## src/rtl/arbitro_uart_tx_if.sv

```systemverilog
// Bus between the two sending control units, the arbiter and uart_tx.
// Byte handshake: iniciar_x is a 1-cycle strobe with dado_x, honoured only while concedido_x is high; acabou_x answers with a 1-cycle pulse.
interface arbitro_uart_tx_if #(
    parameter int DATA_WIDTH = 8
);
    logic                  req_a;
    logic                  iniciar_a;
    logic [DATA_WIDTH-1:0] dado_a;
    logic                  concedido_a;
    logic                  acabou_a;
    logic                  req_b;
    logic                  iniciar_b;
    logic [DATA_WIDTH-1:0] dado_b;
    logic                  concedido_b;
    logic                  acabou_b;
    logic [DATA_WIDTH-1:0] uart_dado;
    logic                  uart_partida;
    logic                  uart_pronto;
    logic                  erro_timeout;
    logic [2:0]            db_estado;

    modport slave (
        input  req_a, iniciar_a, dado_a, req_b, iniciar_b, dado_b, uart_pronto,
        output concedido_a, acabou_a, concedido_b, acabou_b,
               uart_dado, uart_partida, erro_timeout, db_estado
    );

    modport master (
        output req_a, iniciar_a, dado_a, req_b, iniciar_b, dado_b, uart_pronto,
        input  concedido_a, acabou_a, concedido_b, acabou_b,
               uart_dado, uart_partida, erro_timeout, db_estado
    );
endinterface

```

## src/rtl/arbitro_uart_tx.sv

```systemverilog
// Round-robin, frame-granular arbiter sharing one uart_tx between requesters A and B.
// Optional busy watchdog enabled by defining ARB_UART_TIMEOUT_EN.
module arbitro_uart_tx #(
    parameter int DATA_WIDTH     = 8,
    parameter int TIMEOUT_CYCLES = 5208
) (
    input  logic              clock,
    input  logic              reset,
    arbitro_uart_tx_if.slave  bus
);
    typedef enum logic [2:0] {
        OCIOSO    = 3'd0,
        CONCEDE_A = 3'd1,
        OCUPADO_A = 3'd2,
        CONCEDE_B = 3'd3,
        OCUPADO_B = 3'd4
    } estado_t;

    // The watchdog counter is 16 bits wide, so the limit must fit in it.
    if (TIMEOUT_CYCLES < 2 || TIMEOUT_CYCLES > 65536 || DATA_WIDTH < 1) begin : g_param_check
        $error("arbitro_uart_tx: parameter out of range");
    end

    estado_t estado;
    logic    ultimo_b;

`ifdef ARB_UART_TIMEOUT_EN
    localparam logic [15:0] LIMITE = 16'(TIMEOUT_CYCLES - 1);
    logic [15:0] cnt;
`endif

    assign bus.db_estado = estado;

    always_ff @(posedge clock or posedge reset) begin
        if (reset) begin
            estado           <= OCIOSO;
            ultimo_b         <= 1'b1;
            bus.concedido_a  <= 1'b0;
            bus.concedido_b  <= 1'b0;
            bus.acabou_a     <= 1'b0;
            bus.acabou_b     <= 1'b0;
            bus.uart_partida <= 1'b0;
            bus.uart_dado    <= '0;
            bus.erro_timeout <= 1'b0;
`ifdef ARB_UART_TIMEOUT_EN
            cnt              <= '0;
`endif
        end else begin
            bus.uart_partida <= 1'b0;
            bus.acabou_a     <= 1'b0;
            bus.acabou_b     <= 1'b0;
            case (estado)
                OCIOSO: begin
                    // On a tie, A wins only if B was the last winner.
                    if (bus.req_a && (!bus.req_b || ultimo_b)) begin
                        estado          <= CONCEDE_A;
                        bus.concedido_a <= 1'b1;
                        ultimo_b        <= 1'b0;
                    end else if (bus.req_b) begin
                        estado          <= CONCEDE_B;
                        bus.concedido_b <= 1'b1;
                        ultimo_b        <= 1'b1;
                    end
                end
                CONCEDE_A: begin
                    if (!bus.req_a) begin
                        estado          <= OCIOSO;
                        bus.concedido_a <= 1'b0;
                    end else if (bus.iniciar_a) begin
                        estado           <= OCUPADO_A;
                        bus.uart_dado    <= bus.dado_a;
                        bus.uart_partida <= 1'b1;
`ifdef ARB_UART_TIMEOUT_EN
                        cnt              <= '0;
`endif
                    end
                end
                OCUPADO_A: begin
                    if (bus.uart_pronto) begin
                        estado       <= CONCEDE_A;
                        bus.acabou_a <= 1'b1;
                    end
`ifdef ARB_UART_TIMEOUT_EN
                    else if (cnt == LIMITE) begin
                        estado           <= CONCEDE_A;
                        bus.acabou_a     <= 1'b1;
                        bus.erro_timeout <= 1'b1;
                    end else begin
                        cnt <= cnt + 16'd1;
                    end
`endif
                end
                CONCEDE_B: begin
                    if (!bus.req_b) begin
                        estado          <= OCIOSO;
                        bus.concedido_b <= 1'b0;
                    end else if (bus.iniciar_b) begin
                        estado           <= OCUPADO_B;
                        bus.uart_dado    <= bus.dado_b;
                        bus.uart_partida <= 1'b1;
`ifdef ARB_UART_TIMEOUT_EN
                        cnt              <= '0;
`endif
                    end
                end
                OCUPADO_B: begin
                    if (bus.uart_pronto) begin
                        estado       <= CONCEDE_B;
                        bus.acabou_b <= 1'b1;
                    end
`ifdef ARB_UART_TIMEOUT_EN
                    else if (cnt == LIMITE) begin
                        estado           <= CONCEDE_B;
                        bus.acabou_b     <= 1'b1;
                        bus.erro_timeout <= 1'b1;
                    end else begin
                        cnt <= cnt + 16'd1;
                    end
`endif
                end
                default: begin
                    estado          <= OCIOSO;
                    bus.concedido_a <= 1'b0;
                    bus.concedido_b <= 1'b0;
                end
            endcase
        end
    end
endmodule

```

## src/flat_wrapper.sv

```systemverilog
// flat-port wrapper written by rule: the top's interface ports become plain ports
module arbitro_uart_tx_flat 
#(
    parameter int DATA_WIDTH     = 8,
    parameter int TIMEOUT_CYCLES = 5208
)
  (clock, reset, bus_req_a, bus_iniciar_a, bus_dado_a, bus_req_b, bus_iniciar_b, bus_dado_b, bus_uart_pronto, bus_concedido_a, bus_acabou_a, bus_concedido_b, bus_acabou_b, bus_uart_dado, bus_uart_partida, bus_erro_timeout, bus_db_estado);
  arbitro_uart_tx_if #(.DATA_WIDTH(DATA_WIDTH)) bus_i ();
  input  logic clock;
  input  logic reset;
  input wire logic [$bits(bus_i.req_a)-1:0] bus_req_a;
  input wire logic [$bits(bus_i.iniciar_a)-1:0] bus_iniciar_a;
  input wire logic [$bits(bus_i.dado_a)-1:0] bus_dado_a;
  input wire logic [$bits(bus_i.req_b)-1:0] bus_req_b;
  input wire logic [$bits(bus_i.iniciar_b)-1:0] bus_iniciar_b;
  input wire logic [$bits(bus_i.dado_b)-1:0] bus_dado_b;
  input wire logic [$bits(bus_i.uart_pronto)-1:0] bus_uart_pronto;
  output wire logic [$bits(bus_i.concedido_a)-1:0] bus_concedido_a;
  output wire logic [$bits(bus_i.acabou_a)-1:0] bus_acabou_a;
  output wire logic [$bits(bus_i.concedido_b)-1:0] bus_concedido_b;
  output wire logic [$bits(bus_i.acabou_b)-1:0] bus_acabou_b;
  output wire logic [$bits(bus_i.uart_dado)-1:0] bus_uart_dado;
  output wire logic [$bits(bus_i.uart_partida)-1:0] bus_uart_partida;
  output wire logic [$bits(bus_i.erro_timeout)-1:0] bus_erro_timeout;
  output wire logic [$bits(bus_i.db_estado)-1:0] bus_db_estado;
  assign bus_i.req_a = bus_req_a;
  assign bus_i.iniciar_a = bus_iniciar_a;
  assign bus_i.dado_a = bus_dado_a;
  assign bus_i.req_b = bus_req_b;
  assign bus_i.iniciar_b = bus_iniciar_b;
  assign bus_i.dado_b = bus_dado_b;
  assign bus_i.uart_pronto = bus_uart_pronto;
  assign bus_concedido_a = bus_i.concedido_a;
  assign bus_acabou_a = bus_i.acabou_a;
  assign bus_concedido_b = bus_i.concedido_b;
  assign bus_acabou_b = bus_i.acabou_b;
  assign bus_uart_dado = bus_i.uart_dado;
  assign bus_uart_partida = bus_i.uart_partida;
  assign bus_erro_timeout = bus_i.erro_timeout;
  assign bus_db_estado = bus_i.db_estado;
  arbitro_uart_tx #(.DATA_WIDTH(DATA_WIDTH), .TIMEOUT_CYCLES(TIMEOUT_CYCLES)) u_core (.clock(clock), .reset(reset), .bus(bus_i));
endmodule
```

## config.mk

```make
export PLATFORM = sky130hd
export DESIGN_NAME = arbitro_uart_tx_flat
export DESIGN_NICKNAME = d
export VERILOG_FILES = /design/src/rtl/arbitro_uart_tx_if.sv /design/src/rtl/arbitro_uart_tx.sv /design/src/flat_wrapper.sv
export SDC_FILE = /design/constraint.sdc
export NUM_CORES = 1
export LEC_CHECK = 0
export ABC_AREA = 1
export CAP_MARGIN = 40
export CORE_MARGIN = 2
export CORE_UTILIZATION = 50
export DETAILED_ROUTE_END_ITERATION = 8
export DONT_BUFFER_PORTS = 1
export GPL_TIMING_DRIVEN = 0
export PLACE_DENSITY = 0.8
export SYNTH_ARGS = -nofsm -noshare
export SYNTH_HDL_FRONTEND = slang
export SYNTH_SLANG_ARGS = --single-unit
```

## constraint.sdc

```tcl
create_clock -name clock -period 1.2 [get_ports clock]
set_input_delay 0.18 -clock clock [delete_from_list [all_inputs] [get_ports clock]]
set_output_delay 0.18 -clock clock [all_outputs]
set_load 0.01 [all_outputs]
```

Word-level counts from Yosys, hierarchy flattened:

Index checks and enable logic that the tools add are counted.

* register bits: 17
* word-level logic and storage cells: 71

* equality and inequality tests: 18
* mux-type cells: 30
* bitwise gates (word level): 2
* reduce and logical (&&, ||, !) cells: 13

Operators by type and width (number)
* $mux 8: 4
* $mux 3: 8
* $ne 2x2->1 const B: 10
* $pmux 8 s2: 1
* $pmux 3 s5: 1
* $mux 1: 13
* $reduce_and 5->1: 2
* $eq 3x2->1 const B: 2
* $ne 3x3->1 const B: 2
* $pmux 1 s3: 2
* $reduce_or 3->1: 2
* $reduce_and 4->1: 1
* $reduce_bool 2->1: 2
* $eq 3x1->1 const B: 1
* $eq 3x3->1 const B: 1
* $logic_not 3->1: 1
* $ne 3x2->1 const B: 1
* $reduce_and 3->1: 1
* $ne 2x1->1 const B: 1
* $not 1->1: 2
* $pmux 1 s2: 1
* $reduce_and 2->1: 1
* $logic_and 1x1->1: 1
* $logic_not 1->1: 1
* $logic_or 1x1->1: 1

Logic depth before layout (Yosys ltp):

* word-level depth: 5
* mapped depth: 8
* depth with buffers taken out: 8

Worst setup path after synthesis:

OpenSTA, ideal clock, no wires.

* path type: flip-flop to flip-flop
* start point: register u_core.estado[0], in the netlist u_core.bus.db_estado[0]
* end point: register u_core.bus.uart_dado[0] in the netlist's numbering
* library setup time: 121 ps
* arrival: 1175 ps
* path slack: -96 ps
* stages on the path, launching flop included: 8
* buffers on the path: 2
* period minus slack after synthesis: 1296 ps
* cells stage by stage: dfrtp_1 > inv_2 > nor2_4 > buf_6 > nand4_4 > o21ai_4 > buf_6 > o21ai_1

* longest elaborated chain between the ends: 3

RTL lines
* from (decl): line arbitro_uart_tx.sv:24 `estado_t estado;`
* from (signal assigned): line arbitro_uart_tx.sv:36 `estado <= OCIOSO;`
* from (signal assigned): line arbitro_uart_tx.sv:56 `estado <= CONCEDE_A;`
* from (signal assigned): line arbitro_uart_tx.sv:60 `estado <= CONCEDE_B;`
* $eq 3x2->1 / $eq 3x1->1 (equally long branches): line arbitro_uart_tx.sv:52 `case (estado)`
* $ne 2x2->1 (no line) / $reduce_bool 2->1 (equally long branches)
* $reduce_and 5->1 (no line)
* to (signal assigned): line arbitro_uart_tx.sv:71 `bus.uart_dado <= bus.dado_a;`
* to (signal assigned): line arbitro_uart_tx.sv:99 `bus.uart_dado <= bus.dado_b;`
* to (decl): line arbitro_uart_tx_if.sv:25 `uart_dado, uart_partida, erro_timeout, db_estado`

Several ways; a longest one is shown, not always the timed one.
A chain may end at the register's enable or synchronous reset.

Worst setup path in the final report:

* start point: register u_core.estado[0], in the netlist u_core.bus.db_estado[0]
* end point: register u_core.bus.uart_dado[7] in the netlist's numbering

Same word-level chain as after synthesis.

==> results.json <==
{
  "layout-drive-gt1-share_pct": 23.2,
  "die-height_um": 48.2,
  "clk_latency_ps": 310,
  "antenna_found_initial": 0,
  "grt-ovfl-total": 0,
  "end_kind": "register",
  "yosys.cell_types.count": 23,
  "synth_edf_count": 0,
  "worstMarginPinSlew_ps": 656,
  "syn-num-nets": 152,
  "fin_ws_ps": -190,
  "fin_crit_sh_pct": 116,
  "cts_tree": "built",
  "worstReg2RegEnd": "u_core.bus.uart_dado[7]",
  "cts_sinks": 17,
  "rsz0062_at_grt": "true",
  "num_antenna_cells": 0,
  "setup_viol": 15,
  "synth_area_um2": 977,
  "drt_iter0_drc": 17,
  "gp_congestion": 0.799,
  "cts.clk_slew.worst_paths_ps": 110,
  "maxSlewViolCount": 0,
  "core_area_um2": 1780,
  "synth_top_area_share_pct": 41.0,
  "finalClockSkew_ps": 8.71,
  "drcViolationCount": 0,
  "routedWlPerCell_um": 14.1,
  "io_pins": 40,
  "placed_cells": 154,
  "worst_hold_path_type": "in -> reg",
  "fin_cells": 167,
  "root_buffer": "clkbuf_4",
  "syn_inst": 129,
  "die-area_um2": 2320,
  "wirelength_um": 2350,
  "reg2reg_depth": 8,
  "fin_util_pct": 65.1,
  "ys_ff_latch": 17,
  "first_pass_iters": 4,
  "grt_usage_pct": 21.3,
  "dp_slack_ps": -189,
  "first_global_vias": 800,
  "slew_headroom_pct": 56.2,
  "grt_start_max_net_pins": 18,
  "p_leak_nw": 0.590,
  "cts_buffers": 3,
  "cp-start-kind": "register",
  "final_nets": 166,
  "grt_pass1_wl_um": 3430,
  "status": "complete, but fails checks",
  "hold_viol": 0,
  "initial_core_util_pct": 54.8,
  "synth_warnings": 1,
  "ys_top_cells_by_area": "dfrtp_1 41%, nand2_1 16%, nand3_1 7.2%",
  "die_w_um": 48.2,
  "yosys-top-cells-count": "41 x nand2_1, 18 x inv_1, 16 x dfrtp_1, 14 x nand3_1",
  "cts.path.max_buffers": 2,
  "critPathArrivalTime_ps": 1640,
  "avgSynthCellArea_um2": 7.58,
  "rr_startpoint": "u_core.bus.db_estado[0]",
  "row_count": 15,
  "power_w": 0.00277,
  "fmax_mhz": 719,
  "min_period_ps": 1390,
  "critPathRequiredTime_ps": 1450,
  "p_per_area_nw_per_um2": 2380,
  "r2r_slack_ps": -190,
  "cp-startpoint": "u_core.bus.db_estado[0]",
  "synth_top_area_cell": "dfrtp_1",
  "violations": "negative setup slack",
  "async_flop_share_pct": 100,
  "port_buffers": 0,
  "drv_cap": 0,
  "cp-endpoint": "u_core.bus.uart_dado[7]",
  "crit_fanout": 5,
  "peakVddDrop_uv": 1160,
  "via_per_inst": 5.49,
  "postRouteAntennaNets": 0,
  "dp_hpwl_um": 1550,
  "nFillCells": 142,
  "area_growth_pct": 18.8,
  "yosysMostFrequentCell": "nand2_1",
  "vias": 917,
  "synthFlopType": "dfrtp_1",
  "yosysSeqAreaShare_pct": 43.7,
  "h-tree-depth": 1,
  "path_class": "reg -> reg"
}
-- cell usage in the layout (no fill, tap or decap), types with 2 or more instances in the layout --
master,Yosys,routed
buf_4,2,5
buf_6,2,4
clkbuf_4,0,3
dfrtp_1,16,13
dfrtp_2,0,3
dlygate4sd3_1,0,3
inv_1,18,17
nand2_1,41,41
nand3_1,14,14
nand3_4,0,2
nand4_1,2,2
nor2_1,6,4
nor2_2,0,2
o21ai_0,7,6
o21ai_1,7,4
o21ai_2,1,6
-- kinds of logic after synthesis --
| family | share of synthesized area, % |
|---|---|
| simple gates | 33.0 |
| buf+inv | 11.1 |
| compound gates | 11.8 |
| flops | 43.7 |
| other cells | 0.384 |
-- worst min path at each step --
| stage | from | endpoint | slack, ps | cells past startpoint |
|---|---|---|---|---|
| 6_report | bus_req_b | u_core.bus.concedido_b | 40 | 2 |
| 5_1_grt | bus_req_b | u_core.bus.concedido_b | 50 | 2 |
| 4_1_cts | bus_uart_pronto | u_core.bus.acabou_a | 40 | 2 |
| 3_5_place_dp | reset | u_core.bus.acabou_a | 190 | 1 |
| 3_3_place_gp | reset | u_core.bus.acabou_a | 180 | 1 |
| 2_1_floorplan | reset | u_core.bus.acabou_a | 110 | 1 |
-- power breakdown --
group / leakage [nW] / internal [W] / switching [W] / total [W]
sequential: 0.210 / 0.000825 / 0.000323 / 0.00115
clock: 0.0177 / 0.000125 / 0.000201 / 0.000326
combinational: 0.362 / 0.000539 / 0.000753 / 0.00129
-- layer usage --
layer,GRT usage (%),part of all wire (%)
met5,0,0
met4,10.8,2.0
met3,5.19,7.1
met2,33.9,49
met1,26.8,41
-- worst max-delay path: stages (launching register included) --
cell	delay [ps]
dfrtp_2	500
inv_4	70
nor2_4	120
buf_6	130
nand4_4	100
o21ai_4	130
buf_6	170
nand2_2	50
o21ai_2	50
-- through the flow --
step	hold WS [ps]	setup TNS [ps]	area, um^2
finish	43.8	-1960	1160
global route	46.0	-3300	1160
CTS	39.2	-1760	1140
detailed placement	186	-1910	1010
global placement	183	-1600	1010
floorplan	105	-376	983
-- state kept, by name, summed over array words and instances (netlist names) --
name,cells
u_core.bus.acabou_a,1
u_core.bus.acabou_b,1
u_core.bus.concedido_a,1
u_core.bus.concedido_b,1
u_core.bus.db_estado,3
u_core.bus.uart_dado,8
u_core.bus.uart_partida,1
u_core.ultimo_b,1
-- timing repair --
item                                   4_1_cts  5_1_grt
resized for setup                            9        3
buffers inserted                             3        1
setup endpoints to repair                   14       15
endpoints found under the hold margin       18        0
hold buffers                                 3        0
gates cloned                                 2        0
pin swaps                                    0        2
-- final cells by class --
type	instances	area, um^2	share of cell area (%)
Tap cell	25	31.3	2.69
Sequential cell	17	430	37.1
Timing Repair Buffer	8	71.3	6.14
Buffer	4	41.3	3.56
Clock buffer	3	22.5	1.94
Multi-Input combinational cell	90	485	41.8
Inverter	19	73.8	6.36
Clock inverter	1	5.00	0.431
Note: power is estimated with default switching activity, not from simulation.
